[src/rtl/clock_logic_pkg.sv]
// clock_logic_pkg: shared FSM state encoding for the clock_logic block family
package clock_logic_pkg;
  typedef enum logic [1:0] {IDLE_LOW, QUAL_HIGH, STABLE_HIGH, QUAL_LOW} deglitch_state_t;
endpackage

[src/rtl/clock_logic_sat_counter.sv]
// clock_logic_sat_counter: saturating up-counter with sync clear; clear+inc together yields 1
module clock_logic_sat_counter #(
  parameter int CNT_W = 8
) (
  input  logic             clock,
  input  logic             reset,
  input  logic             inc,
  input  logic             clear,
  output logic [CNT_W-1:0] count
);
  always_ff @(posedge clock) begin
    if (reset) count <= '0;
    else if (clear) count <= inc ? CNT_W'(1) : '0;
    else if (inc && count != '1) count <= count + 1'b1;
  end
endmodule

[src/rtl/clock_logic_sync_deglitch.sv]
// clock_logic_sync_deglitch: level qualifier with edge pulses and glitch flag; CLOCK_LOGIC_DEGLITCH_EDGE_COUNT_EN enables edge_count
module clock_logic_sync_deglitch
  import clock_logic_pkg::*;
#(
  parameter int STABLE_CYCLES = 4,
  parameter int CNT_W         = 8,
  parameter int RESET_LEVEL   = 0
) (
  input  logic             clock,
  input  logic             reset,
  input  logic             level_in,
  input  logic             count_clear,
  output logic             level_out,
  output logic             rise_pulse,
  output logic             fall_pulse,
  output logic             glitch,
  output logic [CNT_W-1:0] edge_count
);
  if (STABLE_CYCLES < 1 || STABLE_CYCLES >= 2**CNT_W) begin : g_bad_param
    $fatal(1, "STABLE_CYCLES out of range");
  end
  localparam logic [CNT_W-1:0] LAST = CNT_W'(STABLE_CYCLES - 1);
  localparam bit ONE = STABLE_CYCLES == 1;
  deglitch_state_t state;
  logic [CNT_W-1:0] cnt;
  always_ff @(posedge clock) begin
    rise_pulse <= 1'b0;
    fall_pulse <= 1'b0;
    glitch     <= 1'b0;
    if (reset) begin
      state     <= (RESET_LEVEL != 0) ? STABLE_HIGH : IDLE_LOW;
      level_out <= (RESET_LEVEL != 0);
      cnt       <= '0;
    end else begin
      case (state)
        IDLE_LOW:
          if (level_in) begin
            if (ONE) begin
              state      <= STABLE_HIGH;
              level_out  <= 1'b1;
              rise_pulse <= 1'b1;
            end else begin
              state <= QUAL_HIGH;
              cnt   <= CNT_W'(1);
            end
          end
        QUAL_HIGH:
          if (!level_in) begin
            state  <= IDLE_LOW;
            cnt    <= '0;
            glitch <= 1'b1;
          end else if (cnt == LAST) begin
            state      <= STABLE_HIGH;
            cnt        <= '0;
            level_out  <= 1'b1;
            rise_pulse <= 1'b1;
          end else cnt <= cnt + 1'b1;
        STABLE_HIGH:
          if (!level_in) begin
            if (ONE) begin
              state      <= IDLE_LOW;
              level_out  <= 1'b0;
              fall_pulse <= 1'b1;
            end else begin
              state <= QUAL_LOW;
              cnt   <= CNT_W'(1);
            end
          end
        QUAL_LOW:
          if (level_in) begin
            state  <= STABLE_HIGH;
            cnt    <= '0;
            glitch <= 1'b1;
          end else if (cnt == LAST) begin
            state      <= IDLE_LOW;
            cnt        <= '0;
            level_out  <= 1'b0;
            fall_pulse <= 1'b1;
          end else cnt <= cnt + 1'b1;
      endcase
    end
  end
`ifdef CLOCK_LOGIC_DEGLITCH_EDGE_COUNT_EN
  clock_logic_sat_counter #(.CNT_W(CNT_W)) u_edge_cnt (
    .clock (clock),
    .reset (reset),
    .inc   (rise_pulse),
    .clear (count_clear),
    .count (edge_count)
  );
`else
  logic unused_count_clear;
  assign unused_count_clear = count_clear;
  assign edge_count = '0;
`endif
endmodule

[config.mk]
export PLATFORM = sky130hd
export DESIGN_NAME = clock_logic_sync_deglitch
export DESIGN_NICKNAME = d
export VERILOG_FILES = /design/src/rtl/clock_logic_pkg.sv /design/src/rtl/clock_logic_sat_counter.sv /design/src/rtl/clock_logic_sync_deglitch.sv
export SDC_FILE = /design/constraint.sdc
export NUM_CORES = 1
export LEC_CHECK = 0
export ABC_AREA = 1
export CAP_MARGIN = 30
export CORE_UTILIZATION = 44
export DETAILED_ROUTE_END_ITERATION = 8
export MAX_ROUTING_LAYER = met4
export PLACE_DENSITY_LB_ADDON = 0.05
export SETUP_SLACK_MARGIN = 0.4
export SYNTH_ARGS = -nofsm -noshare
export SYNTH_HDL_FRONTEND = slang
export SYNTH_SLANG_ARGS = --single-unit
[constraint.sdc]
create_clock -name clock -period 1.3 [get_ports clock]
set_input_delay 0.195 -clock clock [delete_from_list [all_inputs] [get_ports clock]]
set_output_delay 0.195 -clock clock [all_outputs]
set_load 0.05 [all_outputs]
==> results.md <==
- The fraction of final layout cells with drive strength greater than 1 is 0.496.
- The number of clock sinks seen by CTS is 14.
- The share of total power dissipated in the clock network is 0.237.
- The number of placed I/O pins is 16.
- The via count of the first global-routing pass was 663.
- The clock reaches the later pin of the worst-skew pair after 280 ps.
- Data on the critical path is required at its endpoint by 1510 ps.
- CTS built an H-tree with a depth of 1.
- The synthesized flop and latch total is 14.
- The share of total power in combinational logic is 0.300.
- The initial utilization of the core area, before any placement, comes to 0.495.
- The chip width is 44.3 um.
- Timing would allow up to 805 MHz.
- The count of buffer and inverter cells on the critical path is 2.
- For this run the aggregate overflow at the end of global routing stands at 0.
- Counting cells, the worst reg-to-reg path comes to 7.
- The total routed wirelength is 1.89 mm.
- The number of stages on the worst setup path is 7.
- The worst-case setup margin in the final layout is 57.6 ps.
- Traced cell by cell, the critical path runs through ha_4 > buf_4 > buf_6 > nand2_4 > nand3_2 > o21bai_1 > o21ai_1.
- Clock tree synthesis selected as its root buffer the cell sky130_fd_sc_hd__clkbuf_4.
- The count of buffers added on input and output ports is 6.
- The detailed placement HPWL is 1.18 mm.
- The category of the worst setup path launch point is a register.
- The internal power component is 0.672 mW.
- The total count of hold-check failures in the final report was 0.
- The TritonCTS buffer count is 3.
- The number of antenna-violating nets in the routed design is 0.
- The total power density per cell area is 866 mW/mm^2.
- The number of iterations in the first detailed-routing pass is 4.
- The die covers 0.00196 mm^2.
- The category of cells accounting for the largest share of critical-path delay is flip-flops.
- On the final layout, the worst hold slack is 489 ps.
- After technology mapping, the gate count stands at 109.
- The number of core rows is 14.
- The net switching component of the power is 0.350 mW.
- The clock passes through at most 2 buffers.
- Across every metal layer, demand over resource in global routing totals 0.205.
- The slowest stage of the critical path belongs to the cell sky130_fd_sc_hd__dfxtp_4.
- The final antenna diode count is 0.
- The worst setup path is captured at a register.
- The number of warning messages in the yosys log is 0.
- The area growth from synthesis to layout is 49.7%.
- The count of cell types in the netlist is 22.
- The number of buffers inserted by hold repair at cts is 0.
- The clock slew at the register clock pins of the worst setup and hold paths is 70 ps.
- Entering global routing, the biggest net connects 8 pins.
- The time the worst path needs with I/O delays and setup is 1240 ps.
- The arrival time of data at the critical path endpoint is 1460 ps.
- The number of design-rule violations left by the first detailed-router iteration is 14.
- The number of antenna violations at the first check in global routing is 0.
- The largest single stage delay on the critical path is 360 ps.
- The number of remaining DRC errors is 0.
- The weighted congestion at the end of routability-driven global placement is 0.850.
- The critical path start-end classification is register to register.
- The worst hold path cell count is 2.
- The final clock skew is 0.869 ps.
- The flow ran to the end, and the final reports show no timing, DRC or antenna violations.
- Setup repair after global routing could not meet its margin everywhere.
- The number of max-slew violations in the final report is 0.
- The routed length per instance is 12.0 um.
- For this design the static power due to leakage is 0.495 nW.
- Of the total power, registers draw 0.463.
- Of the total power, the share spent switching nets is 0.343.
- The core region is 0.00159 mm^2.
- Setup violations remaining at the end of the flow were counted as 0.
- The via-per-instance ratio is 4.88.
- The global-route wire length before repair is 2.79 mm.
- TritonCTS built the clock tree.
- For this run, the register share of the synthesized area comes to 0.356.
- The net total in the final layout is 140.
- The die is 44.3 um tall.
- The area of the mapped netlist is 788 um^2.
- Of the available clock period, the critical path in the final layout requires 0.956.
- The average instance in the mapped netlist occupies 7.23 um^2.
- The largest fanout on the critical path is 3.
- The number of inserted filler cells in the final layout is 112.
- The pre-CTS setup slack is -194 ps.
- The peak supply drop is 0.751 mV.
- The path class of the tightest hold or removal check is register to register.
- The routed layout has 766 vias.
- The max-capacitance violation count is 0.
sequential cells by signal, summed over array words and instances (netlist names), named ones only:
name        count
fall_pulse      1
cnt             8
level_out       1
rise_pulse      1
glitch          1
state           1
worst reg2reg max path: stages (launching register included):
cell,delay (ps)
sky130_fd_sc_hd__dfxtp_4,360
sky130_fd_sc_hd__ha_4,160
sky130_fd_sc_hd__buf_4,130
sky130_fd_sc_hd__buf_6,110
sky130_fd_sc_hd__nand2_4,60
sky130_fd_sc_hd__nand3_2,60
sky130_fd_sc_hd__o21bai_1,160
sky130_fd_sc_hd__o21ai_1,130
power groups by stage:
stage	sequential [mW]	combinational [mW]	clock [mW]
4_1_cts	0.468	0.259	0.243
3_3_place_gp	0.478	0.230	0
5_1_grt	0.476	0.331	0.272
6_report	0.473	0.306	0.243
3_5_place_dp	0.480	0.235	0
2_1_floorplan	0.485	0.170	0
synthesized netlist by cell type:
cell type / number / area (um^2)
sky130_fd_sc_hd__nand3b_1: 3 / 22.5
sky130_fd_sc_hd__inv_2: 2 / 7.51
sky130_fd_sc_hd__nor2_1: 8 / 30.0
sky130_fd_sc_hd__nor3_2: 1 / 10.0
sky130_fd_sc_hd__nand3_2: 1 / 10.0
sky130_fd_sc_hd__o21ai_0: 7 / 35.0
sky130_fd_sc_hd__dfxtp_1: 14 / 280
sky130_fd_sc_hd__nand3_1: 8 / 40.0
sky130_fd_sc_hd__nor2_2: 2 / 12.5
sky130_fd_sc_hd__nand4_1: 1 / 6.26
sky130_fd_sc_hd__nand2_4: 2 / 22.5
sky130_fd_sc_hd__a21oi_1: 2 / 10.0
sky130_fd_sc_hd__nor2_4: 2 / 22.5
sky130_fd_sc_hd__o21bai_1: 3 / 22.5
sky130_fd_sc_hd__nand2_2: 6 / 37.5
sky130_fd_sc_hd__buf_4: 8 / 60.1
sky130_fd_sc_hd__conb_1: 1 / 3.75
sky130_fd_sc_hd__inv_1: 11 / 41.3
sky130_fd_sc_hd__o21ai_1: 1 / 5.00
sky130_fd_sc_hd__nor3_1: 2 / 10.0
sky130_fd_sc_hd__ha_1: 1 / 12.5
sky130_fd_sc_hd__nand2_1: 23 / 86.3
path summary, 6_finish.rpt:
check          from  endpoint  slack [ps]
min          cnt[6]    cnt[6]         490
max reg2reg  cnt[1]    cnt[2]          60
max          cnt[1]    cnt[2]          60
min reg2reg  cnt[6]    cnt[6]         490
final cells by class:
| class | count | area [um^2] | share of cell area |
|---|---|---|---|
| Clock buffer | 3 | 22.5 | 0.0191 |
| Inverter | 13 | 48.8 | 0.0414 |
| Multi-Input combinational cell | 81 | 557 | 0.472 |
| Sequential cell | 14 | 299 | 0.253 |
| Tap cell | 24 | 30.0 | 0.0255 |
| Timing Repair Buffer | 22 | 223 | 0.189 |
layout by cell type (no fill, tap or decap), drive strengths merged:
cell and count:
a21oi 2, buf 20, clkbuf 3, clkdlybuf4s50 1
conb 8, dfxtp 14, dlygate4sd2 1, ha 1
inv 13, nand2 31, nand3 9, nand3b 3
nand4 1, nor2 12, nor3 3, o21ai 8
o21bai 3
through the flow:
| stage | instance area, um^2 | TNS [ps] | util | std cells | total power, mW |
|---|---|---|---|---|---|
| global placement | 960 | -1050 | 0.602 | 145 | 0.708 |
| detailed placement | 960 | -1510 | 0.602 | 145 | 0.714 |
| CTS | 1060 | 0 | 0.664 | 152 | 0.969 |
| finish | 1180 | 0 | 0.740 | 157 | 1.02 |
| global route | 1180 | 0 | 0.740 | 157 | 1.08 |
| floorplan | 837 | 0 | - | 116 | 0.655 |
per-layer routing:
layer	track usage	routed length, um	share of wire
met4	0.0727	37	0.020
met2	0.329	998	0.53
met5	-	0	0
met1	0.234	730	0.39
met3	0.0735	121	0.064
kinds of logic (layout without fill, tap and decap cells):
logic type,Yosys count,in the layout,synth area share
simple gates,59,59,0.394
buf+inv,21,38,0.138
flops,14,14,0.356
compound gates,13,13,0.0921
fa+ha+maj,1,1,0.0159
other cells,1,8,0.00476
timing repair:
action,CTS,global route
cloned,0,0
pin swaps,6,6
gates resized for setup,16,23
setup endpoints to repair,17,17
buffers inserted,4,5
No activity file was read; power rests on OpenSTA's default activity.
